$ cat src/rtl/pc_seq_pkg.sv
// Shared definitions for the PC sequencer: FSM state encoding and the
// default address/instruction width.
package pc_seq_pkg;

  localparam int unsigned PC_SEQ_WIDTH = 32'd16;

  typedef enum logic [1:0] {
    ST_IDLE  = 2'd0,
    ST_FETCH = 2'd1,
    ST_ISSUE = 2'd2,
    ST_FLUSH = 2'd3
  } pc_seq_state_e;

endpackage

$ cat src/rtl/pcadder.sv
// Modular PC adder: C = A + B truncated to WIDTH bits, no carry out,
// so the PC wraps naturally at the top of the address space.
module pcadder #(
  parameter int unsigned WIDTH = 32'd16
) (
  input  logic [WIDTH-1:0] A,
  input  logic [WIDTH-1:0] B,
  output logic [WIDTH-1:0] C
);

  assign C = A + B;

endmodule

$ cat src/rtl/pc_sequencer.sv
// Instruction fetch sequencer: IDLE -> FETCH -> ISSUE loop with branch
// redirect through a one-cycle FLUSH state. All outputs are registered.
// Optional feature: define PC_SEQ_LINK_EN to add the CALL input and the
// LINK (return address) output.
module pc_sequencer
  import pc_seq_pkg::*;
#(
  parameter int unsigned      WIDTH    = PC_SEQ_WIDTH,
  parameter logic [WIDTH-1:0] RESET_PC = WIDTH'(16'h0000),
  parameter int unsigned      STEP     = 32'd1
) (
  input  logic             CLK,
  input  logic             RESET_N,
  input  logic             EN,
  input  logic             HALT,
  output logic             IMEM_REQ,
  output logic [WIDTH-1:0] IMEM_ADDR,
  input  logic             IMEM_ACK,
  input  logic [WIDTH-1:0] IMEM_DATA,
  output logic             INSTR_VALID,
  output logic [WIDTH-1:0] INSTR,
  output logic [WIDTH-1:0] INSTR_PC,
  input  logic             INSTR_READY,
  input  logic             BR_TAKEN,
  input  logic [WIDTH-1:0] BR_TARGET,
`ifdef PC_SEQ_LINK_EN
  input  logic             CALL,
  output logic [WIDTH-1:0] LINK,
`endif
  output logic [WIDTH-1:0] PC
);

  localparam logic [WIDTH-1:0] STEP_W = WIDTH'(STEP);

  pc_seq_state_e    state_q, state_d;
  logic [WIDTH-1:0] pc_q, pc_d;
  logic [WIDTH-1:0] instr_q, instr_d;
  logic [WIDTH-1:0] instr_pc_q, instr_pc_d;
  logic             imem_req_q, imem_req_d;
  logic             instr_valid_q, instr_valid_d;
  logic [WIDTH-1:0] pc_inc_s;

  pcadder #(.WIDTH(WIDTH)) u_pc_inc (
    .A (pc_q),
    .B (STEP_W),
    .C (pc_inc_s)
  );

  // Next-state, PC and capture logic; branch redirect outranks ACK/READY/HALT
  always_comb begin
    state_d    = state_q;
    pc_d       = pc_q;
    instr_d    = instr_q;
    instr_pc_d = instr_pc_q;
    case (state_q)
      ST_IDLE: begin
        if (BR_TAKEN) begin
          pc_d = BR_TARGET;
        end else if (EN) begin
          state_d = ST_FETCH;
        end else begin
          state_d = ST_IDLE;
        end
      end
      ST_FETCH: begin
        if (BR_TAKEN) begin
          pc_d    = BR_TARGET;
          state_d = ST_FLUSH;
        end else if (IMEM_ACK) begin
          instr_d    = IMEM_DATA;
          instr_pc_d = pc_q;
          pc_d       = pc_inc_s;
          state_d    = ST_ISSUE;
        end else begin
          state_d = ST_FETCH;
        end
      end
      ST_ISSUE: begin
        if (BR_TAKEN) begin
          pc_d    = BR_TARGET;
          state_d = ST_FETCH;
        end else if (INSTR_READY) begin
          state_d = HALT ? ST_IDLE : ST_FETCH;
        end else begin
          state_d = ST_ISSUE;
        end
      end
      ST_FLUSH: begin
        if (BR_TAKEN) begin
          pc_d = BR_TARGET;
        end else begin
          pc_d = pc_q;
        end
        state_d = ST_FETCH;
      end
      default: begin
        state_d = ST_IDLE;
      end
    endcase
    // Outputs are decoded from the next state so they are registered
    imem_req_d    = (state_d == ST_FETCH);
    instr_valid_d = (state_d == ST_ISSUE);
  end

  // FSM state and registered outputs
  always_ff @(posedge CLK or negedge RESET_N) begin
    if (!RESET_N) begin
      state_q       <= ST_IDLE;
      pc_q          <= RESET_PC;
      instr_q       <= '0;
      instr_pc_q    <= '0;
      imem_req_q    <= 1'b0;
      instr_valid_q <= 1'b0;
    end else begin
      state_q       <= state_d;
      pc_q          <= pc_d;
      instr_q       <= instr_d;
      instr_pc_q    <= instr_pc_d;
      imem_req_q    <= imem_req_d;
      instr_valid_q <= instr_valid_d;
    end
  end

`ifdef PC_SEQ_LINK_EN
  logic [WIDTH-1:0] link_q, link_d;
  logic [WIDTH-1:0] link_inc_s;

  pcadder #(.WIDTH(WIDTH)) u_link_inc (
    .A (instr_pc_q),
    .B (STEP_W),
    .C (link_inc_s)
  );

  // Return address is captured on a taken call while an instruction is issuing
  always_comb begin
    link_d = link_q;
    if ((state_q == ST_ISSUE) && BR_TAKEN && CALL) begin
      link_d = link_inc_s;
    end else begin
      link_d = link_q;
    end
  end

  // Link register
  always_ff @(posedge CLK or negedge RESET_N) begin
    if (!RESET_N) begin
      link_q <= '0;
    end else begin
      link_q <= link_d;
    end
  end

  assign LINK = link_q;
`else
  // Without the link feature there is no return-address state at all.
`endif

  assign IMEM_REQ    = imem_req_q;
  assign IMEM_ADDR   = pc_q;
  assign INSTR_VALID = instr_valid_q;
  assign INSTR       = instr_q;
  assign INSTR_PC    = instr_pc_q;
  assign PC          = pc_q;

endmodule

$ cat config.mk
export PLATFORM = sky130hd
export DESIGN_NAME = pc_sequencer
export DESIGN_NICKNAME = d
export VERILOG_FILES = /design/src/rtl/pc_seq_pkg.sv /design/src/rtl/pcadder.sv /design/src/rtl/pc_sequencer.sv
export SDC_FILE = /design/constraint.sdc
export NUM_CORES = 1
export LEC_CHECK = 0
export BUFFER_PORTS_ARGS = -buffer_cell sky130_fd_sc_hd__buf_4
export CORE_UTILIZATION = 40
export DETAILED_ROUTE_END_ITERATION = 12
export HOLD_SLACK_MARGIN = 0.02
export PLACE_DENSITY = 0.69
export SETUP_SLACK_MARGIN = 0.4
export SLEW_MARGIN = 20
export SYNTH_ARGS = -nofsm -noshare
export SYNTH_HDL_FRONTEND = slang
export SYNTH_SLANG_ARGS = --single-unit
$ cat constraint.sdc
create_clock -name CLK -period 2.35 [get_ports CLK]
set_input_delay 0.235 -clock CLK [delete_from_list [all_inputs] [get_ports CLK]]
set_output_delay 0.235 -clock CLK [all_outputs]
set_load 0.02 [all_outputs]
==> reports/qor.txt <==
Yosys cell types: 37
Placement Setup Slack: 596 ps
Setup TNS: 0 ps
max cap viols: 0
# diodes: 0
r2r endpoint: IMEM_ADDR[14]$_DFFE_PN0P_
DRT iter0 DRCs: 57
Fin Clk Skew: 6.26 ps
layout cell share with drive strength beyond 1: 0.515
initial antenna violation count: 0
Seq/Total Area, Yosys: 0.536
DRT Pass-1 Iters: 8
Largest stage delay, worst path: 460 ps
htree depth: 2
Post CTS Setup Buffer Count: 0
HP Start: BR_TARGET[1]
number of synthesized flops with an enable pin: 0
failing checks: DRC
Ports: 105
Avg Inst Size Synth: 11.9 um^2
status: finished, violations left
clock root buffer: clkbuf_8
commonest non-fill, non-tap cell in the layout: buf_4
RSZ-0062 raised after global routing: no
clk sinks: 52
Min-Delay Path Class: primary input to flop
Routed Antenna Nets: 0
largest fanout on the critical path: 6
YS warnings: 0
vias in the first global route: 1783
core footprint: 5890 um^2
Die Ht: 79.9 um
Final Util: 0.555
Placed Area: 3170 um^2
Die X: 79.9 um
final worst-path setup slack: 560 ps
Setup crit start kind: flop
Placed Cells: 359
Hold Vio Cnt, Final: 0
Setup CP Type: flop to flop
Layout area overhead: 34.5%
Final Total Pwr: 3.65 mW
maximum clock frequency: 559 MHz
final weighted congestion in routability-driven placement: 0.723
hold slack: 136 ps
most frequent cells in the layout: buf_4 (104), dfrtp_1 (52), mux2_2 (32)
design area: 3270 um^2
Critical R2R Launch: IMEM_ADDR[0]$_DFFE_PN0P_
min Tclk post-route: 1790 ps
Finish-stage setup viols: 0
Synth Instances: 204
Resize count post-CTS: 0
Max VDD drop: 557 uV
CP endpoint kind: flop
DR WL/cell: 14.4 um
hold_buf cts: 1
full die area: 6390 um^2
Worst Max-Slew Pin Slew: 667 ps
CP cell instances: ha_1, nand4_1, nor4_2, nor3b_1, a221o_1
Post-Syn Area: 2430 um^2
CTS tree: done
worst reg2reg path depth: 5
placed wire-length estimate: 3770 um
Lkg Pwr: 1.51 nW
Top FF cell, synth: dfrtp_1
crit path DAT: 1980 ps
FF-to-FF setup slack: 560 ps
Hold Path Depth: 3
Longest Clk Path Bufs: 2
Yosys reg bits: 52
CTS clock-pin slew for the worst setup and hold paths: 90 ps
max-slew violations: 0
final worst path period share: 0.762
Slew HR: 0.555
GR Util All Layers: 0.172
pin count of the biggest net entering global routing: 53
Async SR Flop Fraction: 1.00
CP Data Required Time: 2540 ps
Initial Utilization: 0.413
Top Family by Delay on Critical Path: simple AND/OR/NAND/NOR gates
worst hold endpoint: IMEM_ADDR[1]$_DFFE_PN0P_
filler instances: 549
DR vias: 1852
clk_lat worst skew: 300 ps
CP bufs+invs: 0
Core Rows: 28
vias per cell: 5.03
PortBufs: 104
cts bufs inserted: 5
DRC viols: 1
final wirelength: 5280 um
fin cells: 368
syn nets: 244
first-pass GRT wire length: 8360 um
Overflow after GRT: 0
Slowest-stage cell, CP: dfrtp_1
Power Density: 1120 nW/um^2
nets: 332
-- report_power, final --
group / total [mW] / internal, mW / switching [mW]
Sequential: 1.46 / 1.23 / 0.230
Clock: 0.522 / 0.241 / 0.281
Combinational: 1.67 / 0.830 / 0.836
Total: 3.65 / 2.30 / 1.35
-- metal layers --
metal,share of wire,wire length [um],global-route usage
met1,0.42,2210,0.213
met2,0.51,2720,0.295
met3,0.060,316,0.0469
met4,0.0078,41,0.0429
met5,0,0,0
-- worst min-delay path: stages --
cell	delay, ps
buf_4	80
nand2_1	40
o21ai_0	60
-- flip-flops by register name, indices dropped and copies added (netlist names) --
| signal | cells |
|---|---|
| state_q | 2 |
| IMEM_ADDR | 16 |
| INSTR_PC | 16 |
| INSTR_VALID | 1 |
| IMEM_REQ | 1 |
| INSTR | 16 |
-- layout make-up --
type                    count  area (um^2)  share of cell area
well taps                  75         93.8              0.0287
flip-flops and latches     52         1300               0.398
inverters                   5         18.8             0.00575
multi-input cells         122          951               0.291
clock buffers               8         90.1              0.0276
repair buffers            106          811               0.248
-- cell usage after synthesis (all sizes together), types with 2 or more instances --
master,count,area share
dfrtp,52,0.54
nand4,5,0.013
inv,5,0.0077
nor4,6,0.024
mux2i,2,0.0082
mux2,32,0.15
nor2b,2,0.0052
nor3,2,0.0041
nor2,10,0.015
nand3b,2,0.011
a31oi,2,0.0052
xnor2,8,0.029
o21ai,12,0.026
buf,19,0.059
xor2,2,0.0072
nor3b,2,0.0062
a221o,2,0.0082
clkbuf,6,0.0093
nand2,17,0.026
nand3,4,0.010
-- cell families after synthesis --
kind of cell,share of synthesized area
flops,0.536
xor+xnor,0.0361
buf+inv,0.0757
compound gates,0.0592
simple gates,0.131
fa+ha+maj,0.00515
mux,0.157
-- worst max-delay path by stage --
stage,start,to,slack (ps),cells past startpoint
after detailed placement,IMEM_ADDR[0]$_DFFE_PN0P_,IMEM_ADDR[12]$_DFFE_PN0P_,600,5
after CTS,IMEM_ADDR[0]$_DFFE_PN0P_,IMEM_ADDR[14]$_DFFE_PN0P_,560,5
after floorplan,IMEM_ADDR[0]$_DFFE_PN0P_,IMEM_ADDR[12]$_DFFE_PN0P_,640,5
after global placement,IMEM_ADDR[0]$_DFFE_PN0P_,IMEM_ADDR[14]$_DFFE_PN0P_,690,5
final,IMEM_ADDR[0]$_DFFE_PN0P_,IMEM_ADDR[14]$_DFFE_PN0P_,560,5
after global routing,IMEM_ADDR[0]$_DFFE_PN0P_,IMEM_ADDR[14]$_DFFE_PN0P_,430,5
Note: power is estimated with default switching activity, not from simulation.
